==> src/rtl/us_alarm_if.sv <==
// Arm/cancel request bundle for us_alarm.
//   cfg_valid    : arm request, qualifies cfg_deadline/cfg_period
//   cfg_ready    : block can accept an arm request
//   cfg_deadline : absolute microsecond time of the first expiry
//   cfg_period   : reload interval in us, 0 = one-shot
//   cfg_cancel   : disarm request (pulse or level)
interface us_alarm_if;
    logic        cfg_valid;
    logic        cfg_ready;
    logic [31:0] cfg_deadline;
    logic [31:0] cfg_period;
    logic        cfg_cancel;

    modport master (
        output cfg_valid,
        output cfg_deadline,
        output cfg_period,
        output cfg_cancel,
        input  cfg_ready
    );

    modport slave (
        input  cfg_valid,
        input  cfg_deadline,
        input  cfg_period,
        input  cfg_cancel,
        output cfg_ready
    );
endinterface

==> src/rtl/us_alarm.sv <==
// Microsecond alarm: one-shot or periodic expiry against a free-running
// 32-bit microsecond count, with sticky pending flag and saturating miss count.
//   clk, rst_n : clock, synchronous active-low reset
//   us_now     : free-running microsecond timebase (wraps mod 2^32)
//   cfg        : arm/cancel request bundle (slave side)
//   ack        : clears pending
//   armed      : alarm is armed
//   fire       : one-clk pulse per expiry
//   pending    : sticky expiry flag awaiting ack
//   fire_time  : us_now sampled at the most recent expiry
//   miss_cnt   : expiries seen while pending was already set (saturating)
module us_alarm #(
    parameter int unsigned MISS_W = 8
) (
    input  logic              clk,
    input  logic              rst_n,
    input  logic [31:0]       us_now,
    us_alarm_if.slave         cfg,
    input  logic              ack,
    output logic              armed,
    output logic              fire,
    output logic              pending,
    output logic [31:0]       fire_time,
    output logic [MISS_W-1:0] miss_cnt
);

    localparam int unsigned TIME_W = 32;
    localparam logic [MISS_W-1:0] MISS_MAX = '1;

    typedef enum logic {
        IDLE  = 1'b0,
        ARMED = 1'b1
    } state_t;

    state_t              state_q;
    state_t              state_d;
    logic [TIME_W-1:0]   deadline_q;
    logic [TIME_W-1:0]   deadline_d;
    logic [TIME_W-1:0]   period_q;
    logic [TIME_W-1:0]   period_d;
    logic                ready_q;
    logic                fire_d;
    logic                pending_d;
    logic [TIME_W-1:0]   fire_time_d;
    logic [MISS_W-1:0]   miss_d;

    logic                accept_c;
    logic [TIME_W-1:0]   elapsed_c;
    logic                expire_c;

    assign cfg.cfg_ready = ready_q;
    assign armed         = (state_q == ARMED);

    // Cancel outranks an arm request, which outranks an expiry.
    assign accept_c  = cfg.cfg_valid && ready_q && !cfg.cfg_cancel;
    // Sign of the modular difference decides expiry, so the wrap is handled.
    assign elapsed_c = us_now - deadline_q;
    assign expire_c  = (state_q == ARMED) && !elapsed_c[TIME_W-1]
                       && !cfg.cfg_cancel && !accept_c;

    // State register.
    always_ff @(posedge clk) begin
        if (!rst_n) begin
            state_q <= IDLE;
        end else begin
            state_q <= state_d;
        end
    end

    // Next-state logic.
    always_comb begin
        state_d = state_q;
        if (cfg.cfg_cancel) begin
            state_d = IDLE;
        end else if (accept_c) begin
            state_d = ARMED;
        end else if (expire_c && (period_q == '0)) begin
            state_d = IDLE;
        end
    end

    // Output and datapath next values.
    always_comb begin
        deadline_d  = deadline_q;
        period_d    = period_q;
        fire_d      = 1'b0;
        pending_d   = pending;
        fire_time_d = fire_time;
        miss_d      = miss_cnt;

        if (accept_c) begin
            deadline_d = cfg.cfg_deadline;
            period_d   = cfg.cfg_period;
            miss_d     = '0;
        end

        if (expire_c) begin
            fire_d      = 1'b1;
            pending_d   = 1'b1;
            fire_time_d = us_now;
            // Reload; a still-expired reload fires again next edge (catch-up).
            deadline_d  = deadline_q + period_q;
            if (pending && !ack && (miss_cnt != MISS_MAX)) begin
                miss_d = miss_cnt + MISS_W'(1);
            end
        end else if (ack) begin
            pending_d = 1'b0;
        end
    end

    // Datapath and output registers.
    always_ff @(posedge clk) begin
        if (!rst_n) begin
            deadline_q <= '0;
            period_q   <= '0;
            ready_q    <= 1'b0;
            fire       <= 1'b0;
            pending    <= 1'b0;
            fire_time  <= '0;
            miss_cnt   <= '0;
        end else begin
            deadline_q <= deadline_d;
            period_q   <= period_d;
            ready_q    <= 1'b1;
            fire       <= fire_d;
            pending    <= pending_d;
            fire_time  <= fire_time_d;
            miss_cnt   <= miss_d;
        end
    end

endmodule

==> src/flat_wrapper.sv <==
// flat-port wrapper written by rule: the top's interface ports become plain ports
module us_alarm_flat 
#(
    parameter int unsigned MISS_W = 8
)
  (clk, rst_n, us_now, ack, armed, fire, pending, fire_time, miss_cnt, cfg_cfg_valid, cfg_cfg_deadline, cfg_cfg_period, cfg_cfg_cancel, cfg_cfg_ready);
  us_alarm_if cfg_i ();
  input  logic clk;
  input  logic rst_n;
  input  logic [31:0] us_now;
  input  logic ack;
  output logic armed;
  output logic fire;
  output logic pending;
  output logic [31:0] fire_time;
  output logic [MISS_W-1:0] miss_cnt;
  input wire logic [$bits(cfg_i.cfg_valid)-1:0] cfg_cfg_valid;
  input wire logic [$bits(cfg_i.cfg_deadline)-1:0] cfg_cfg_deadline;
  input wire logic [$bits(cfg_i.cfg_period)-1:0] cfg_cfg_period;
  input wire logic [$bits(cfg_i.cfg_cancel)-1:0] cfg_cfg_cancel;
  output wire logic [$bits(cfg_i.cfg_ready)-1:0] cfg_cfg_ready;
  assign cfg_i.cfg_valid = cfg_cfg_valid;
  assign cfg_i.cfg_deadline = cfg_cfg_deadline;
  assign cfg_i.cfg_period = cfg_cfg_period;
  assign cfg_i.cfg_cancel = cfg_cfg_cancel;
  assign cfg_cfg_ready = cfg_i.cfg_ready;
  us_alarm #(.MISS_W(MISS_W)) u_core (.clk(clk), .rst_n(rst_n), .us_now(us_now), .cfg(cfg_i), .ack(ack), .armed(armed), .fire(fire), .pending(pending), .fire_time(fire_time), .miss_cnt(miss_cnt));
endmodule
==> config.mk <==
export PLATFORM = sky130hd
export DESIGN_NAME = us_alarm_flat
export DESIGN_NICKNAME = d
export VERILOG_FILES = /design/src/rtl/us_alarm_if.sv /design/src/rtl/us_alarm.sv /design/src/flat_wrapper.sv
export SDC_FILE = /design/constraint.sdc
export NUM_CORES = 1
export LEC_CHECK = 0
export CORE_MARGIN = 5
export CORE_UTILIZATION = 45
export DETAILED_ROUTE_END_ITERATION = 12
export HOLD_SLACK_MARGIN = 0.08
export PLACE_DENSITY_LB_ADDON = 0.3
export SYNTH_ARGS = -nofsm -noshare
export SYNTH_HDL_FRONTEND = slang
export SYNTH_SLANG_ARGS = --single-unit
==> constraint.sdc <==
create_clock -name clk -period 3.7 [get_ports clk]
set_clock_uncertainty 0.15 [all_clocks]
set_input_delay 0.74 -clock clk [delete_from_list [all_inputs] [get_ports clk]]
set_output_delay 0.74 -clock clk [all_outputs]
set_load 0.05 [all_outputs]
### Yosys cells after proc, flatten, opt, wreduce, memory -nomap -nowiden

Index checks and enable logic that the tools add are counted.

| word-level totals | value |
|---|---|
| register bits after elaboration | 108 |
| input bits | 101 |

| operators by class | value |
|---|---|
| reductions and logical operators | 17 |
| equal/unequal tests | 1 |
| add/sub/neg operators | 3 |
| muxes and demuxes | 11 |
| bitwise gates (word level) | 1 |

Operators by type and width:

| operator | count |
|---|---|
| $mux W32 | 2 |
| $add A32 B32 Y32 | 1 |
| $logic_not A32 Y1 | 1 |
| $sub A32 B32 Y32 | 1 |
| $mux W8 | 3 |
| $add A8 B1 Y8 const B | 1 |
| $logic_and A1 B1 Y1 | 8 |
| $ne A8 B8 Y1 const B | 1 |
| $mux W1 | 6 |
| $reduce_bool A2 Y1 | 3 |
| $logic_not A1 Y1 | 4 |
| $reduce_or A2 Y1 | 1 |
| $not A1 Y1 | 1 |

### Longest topological paths before layout

| depth | value |
|---|---|
| word-level depth | 8 |
| gate-level depth with buffers | 12 |
| gate-level depth less buffers | 11 |

### Worst setup path before layout

Ideal clock, no wire load.

| path | value |
|---|---|
| path type | input-to-reg |
| start | input port us_now[4] |
| end | register u_core.state_q, in the netlist u_core.armed |
| data required time | 3,417 ps |
| cell stages on the path | 10 |
| arrival | 3,002 ps |
| path slack | 415 ps |
| path through | ha_1 a21o_1 a21o_1 a221o_1 a211o_1 a2111oi_4 o21ai_2 buf_4 o31ai_1 a211oi_1 |

| on the way | value |
|---|---|
| longest elaborated chain between the ends | 7 |

RTL lines:

| what | RTL line | source |
|---|---|---|
| start, declared | flat_wrapper.sv:10 | `input logic [31:0] us_now;` |
| $sub A32 B32 Y32 | us_alarm.sv:57 | `assign elapsed_c = us_now - deadline_q;` |
| $logic_not A1 Y1 | us_alarm.sv:58 | `assign expire_c = (state_q == ARMED) && !elapsed_c[TIME_W-1]` |
| $logic_and A1 B1 Y1 | us_alarm.sv:58 |  |
| $logic_and A1 B1 Y1 (2 in a row) | us_alarm.sv:59 | `&& !cfg.cfg_cancel && !accept_c;` |
| $logic_and A1 B1 Y1 | us_alarm.sv:77 | `end else if (expire_c && (period_q == '0)) begin` |
| $reduce_bool A2 Y1 (no line) | n/a |  |
| end signal, assigned | us_alarm.sv:66 | `state_q <= state_d;` |
| end, declared | us_alarm.sv:35 | `state_t state_q;` |

No other way between the ends.
A chain may end at the register's enable or synchronous reset.

### Worst setup path in the final report

| path | value |
|---|---|
| start | input port us_now[3] |
| end | register u_core.deadline_q[9] |

| on the way | value |
|---|---|
| longest elaborated chain between the ends | 6 |
| elaborated cells between the ends (all ways) | 7 |
| those cells by class | add/sub: 1; mux: 1; reduce/logical: 5 |

RTL lines:

| what | RTL line | source |
|---|---|---|
| $sub A32 B32 Y32 * | us_alarm.sv:57 |  |
| $logic_not A1 Y1 * | us_alarm.sv:58 |  |
| $logic_and A1 B1 Y1 * | us_alarm.sv:58 |  |
| $logic_and A1 B1 Y1 * (2 in a row) | us_alarm.sv:59 |  |
| $mux W32 / $reduce_bool A2 Y1 (equally long branches) | n/a |  |
| end signal, assigned | us_alarm.sv:122 | `deadline_q <= deadline_d;` |
| end, declared | us_alarm.sv:37 | `logic [TIME_W-1:0] deadline_q;` |

Mark *: on every way between the ends. The rest lies on a longest branch, timed or not.

==> flow_metrics.env <==
export IMPL_status="complete, no violations"
export IMPL_pwr_share_seq_pct=45.3
export IMPL_vias=6555
export IMPL_final_cells=1174
export IMPL_end_kind="flip-flop"
export IMPL_drtIter0Drc=493
export IMPL_synthArstFlopShare_pct=0
export IMPL_hp_class="reg2reg"
export IMPL_ys_seq_elements=108
export IMPL_synth_edf_count=0
export IMPL_rrSetupSlack_ns=0.45
export IMPL_ant_nets=0
export IMPL_die_w_um=131
export IMPL_combPwrFrac_pct=18.4
export IMPL_netlist_area_leader_share_pct=32.9
export IMPL_io_pins=145
export IMPL_drv_slew=0
export IMPL_finalPower_mw=2.73
export IMPL_place_congestion=0.956
export IMPL_worstMarginPinSlew_ns=0.564
export IMPL_overflow=0
export IMPL_setup_viol=0
export IMPL_hold_end="u_core.fire_time[10]$_SDFFE_PN0P_"
export IMPL_hold_path_startpoint="u_core.fire_time[10]$_SDFFE_PN0P_"
export IMPL_clock_path_buffers=2
export IMPL_dr_pass1_iters=5
export IMPL_ys_flop_type="dfxtp_1"
export IMPL_syn_nets=1004
export IMPL_peakVddDrop_uv=202
export IMPL_rr_worst_depth=11
export IMPL_netSwitchingPower_mw=0.731
export IMPL_drc=0
export IMPL_path_clk_slew_ns=0.07
export IMPL_intPower_mw=2.00
export IMPL_fmax_mhz=287
export IMPL_clock_sinks=108
export IMPL_synth_avg_cell_area_um2=7.83
export IMPL_post_cts_buffers=0
export IMPL_rr_endpoint="u_core.deadline_q[9]$_SDFFE_PN0P_"
export IMPL_ys_types=61
export IMPL_yosysTopAreaCell="dfxtp_1"
export IMPL_slew_headroom_pct=62.4
export IMPL_antenna_found_initial=0
export IMPL_synthesis_instances=840
export IMPL_rr_startpoint="u_core.deadline_q[4]$_SDFFE_PN0P_"
export IMPL_fp_dieArea_um2=17100
export IMPL_yosysWarningCount=0
export IMPL_arrival_ns=3.59
export IMPL_synth_area_leaders="dfxtp_1, ha_1, a21oi_1"
export IMPL_power_density_nw_per_um2=314
export IMPL_grt_pass1_wl_um=30000
export IMPL_area_growth_pct=32.3
export IMPL_portBuffers=144
export IMPL_viasPerCell=5.58
export IMPL_drive_gt1_share_pct=6.16
export IMPL_htreeDepth=3
export IMPL_dpl_cell_count=1160
export IMPL_fin_nets=1151
export IMPL_core_area_um2=14400
export IMPL_grt_usage_pct=22.2
export IMPL_final_util_pct=60.3
export IMPL_worstSetupPathType="in2reg"
export IMPL_hold_path_depth=2
export IMPL_fin_tns_setup_ns=0
export IMPL_period_needed_ns=3.48
export IMPL_syn_area_um2=6580
export IMPL_rows=44
export IMPL_rsz0062_at_grt="no"
export IMPL_cts_root_buf="clkbuf_16"
export IMPL_initial_core_util_pct=45.6
export IMPL_p_sw_share_pct=26.8
export IMPL_max_cap_viol_count=0
export IMPL_antenna_cells=0
export IMPL_cp_required_ns=3.81
export IMPL_seq_area_frac_synth_pct=32.9
export IMPL_grt_start_max_net_pins=34
export IMPL_die_y_um=131
export IMPL_hpwlAfterDp_um=15200
export IMPL_cts_tree="done"
export IMPL_wl_per_cell_um=16.7
export IMPL_fin_crit_sh_pct=94.2
export IMPL_cellLeakagePower_nw=3.33
export IMPL_cts_buffers_inserted=9
export IMPL_worstSetupStartpointType="input pin"
export IMPL_grt_pass1_vias=6027
export IMPL_path_max_fanout=12
export IMPL_routed_wl_um=19600
export IMPL_pwr_share_clk_pct=36.2
export IMPL_clk_latency_ns=0.36
export IMPL_final_hold_viol_count=0
-- synth_stat cells, drive strengths merged (4+ instances only) --
library cell / n
o21a: 5
clkbuf: 30
nor2b: 7
and2: 4
and3: 9
nand2: 160
a221oi: 11
a211oi: 14
o221ai: 14
buf: 14
o22ai: 4
nor3: 5
o21bai: 4
a21oi: 125
a31oi: 7
nand4: 11
nand2b: 8
dfxtp: 108
nor2: 35
nor4: 9
a211o: 6
o31ai: 4
a22o: 5
o21ai: 42
ha: 62
nand3: 15
xnor2: 15
a21o: 18
a22oi: 7
xor2: 11
inv: 36
-- sequential cells by signal (all words and copies together) (netlist names) --
signal                count
u_core.fire               1
u_core.fire_time         32
u_core.cfg.cfg_ready      1
u_core.miss_cnt           8
u_core.pending            1
u_core.deadline_q        32
u_core.armed              1
u_core.period_q          32
-- placed cells by master (no fill, tap or decap), types with 8 or more instances in the layout --
cell type and n:
a21oi_1 125, nand3_1 15, a21o_1 18, nand2_1 160
buf_4 32, xnor2_1 15, ha_1 62, xor2_1 11
inv_1 36, a211oi_1 14, a221oi_1 11, dfxtp_1 108
nand4_1 11, clkdlybuf4s50_1 143, nor2_1 34, nand2b_1 8
nor4_1 9, clkbuf_16 9, and3_1 9, o221ai_1 14
o21ai_0 40
-- cell families after synthesis --
| group | synth area share, % |
|---|---|
| AND/OR/NAND/NOR | 18.3 |
| XOR/XNOR | 3.46 |
| buffers and inverters | 5.23 |
| flip-flops | 32.9 |
| adder cells (fa/ha/maj) | 12.1 |
| multiplexers | 0.323 |
| AO/OA/AOI/OAI | 27.7 |
-- per-layer routing --
metal  track usage, %  vias up  part of all wire (%)  routed length, µm
met3             3.70       21                   6.9               1340
met4             6.47        0                   1.6                321
met2             35.1      210                    45               8730
met5                0        -                     0                  0
li1                 -     3337                     -                  -
met1             31.4     2987                    47               9170
-- timing repair --
item,4_1_cts,5_1_grt
resized for setup,0,3
hold endpoints to repair,0,0
setup endpoints to repair,0,28
hold buffers,0,0
-- critical path, cell delays in order --
cell and delay, ns:
clkdlybuf4s50_1 0.44, ha_1 0.21, a21o_1 0.15, a21o_1 0.17
a221o_1 0.35, a211o_4 0.36, a2111oi_4 0.43, buf_4 0.19
nor3_2 0.05, buf_4 0.19, a221oi_1 0.31
-- stage by stage --
| step | setup WS (ns) | area [µm²] | hold WS, ns |
|---|---|---|---|
| global placement | -0.244 | 8390 | 0.291 |
| finish | 0.216 | 8700 | 0.305 |
| floorplan | 0.415 | 6580 | 0.294 |
| CTS | 0.0296 | 8680 | 0.306 |
| global route | 0.0461 | 8700 | 0.314 |
| detailed placement | -0.346 | 8390 | 0.297 |
-- power by group through the flow --
stage	clock [mW]	combinational, mW	sequential, mW
finish	0.989	0.503	1.24
global route	1.05	0.551	1.24
CTS	0.996	0.500	1.24
detailed placement	0	0.496	1.26
global placement	0	0.491	1.26
floorplan	0	0.261	1.26
-- worst max path at each step --
| stage | startpoint | end | slack, ns | cells after the start |
|---|---|---|---|---|
| floorplan | us_now[4] | u_core.armed$_SDFFE_PP0P_ | 0.42 | 10 |
| global placement | us_now[4] | u_core.deadline_q[31]$_SDFFE_PN0P_ | -0.24 | 11 |
| detailed placement | us_now[4] | u_core.deadline_q[31]$_SDFFE_PN0P_ | -0.35 | 11 |
| CTS | us_now[4] | u_core.deadline_q[31]$_SDFFE_PN0P_ | 0.03 | 11 |
| global route | us_now[2] | u_core.deadline_q[20]$_SDFFE_PN0P_ | 0.05 | 12 |
| finish | us_now[3] | u_core.deadline_q[9]$_SDFFE_PN0P_ | 0.22 | 11 |
-- layout make-up --
class,instances,area (µm²)
Clock buffer,12,256
Fill cell,1357,5730
Timing Repair Buffer,180,1760
Multi-Input combinational cell,651,4110
Clock inverter,2,35.0
Sequential cell,108,2160
Inverter,37,139
Tap cell,184,230
Power figures use the tool's default switching activity.
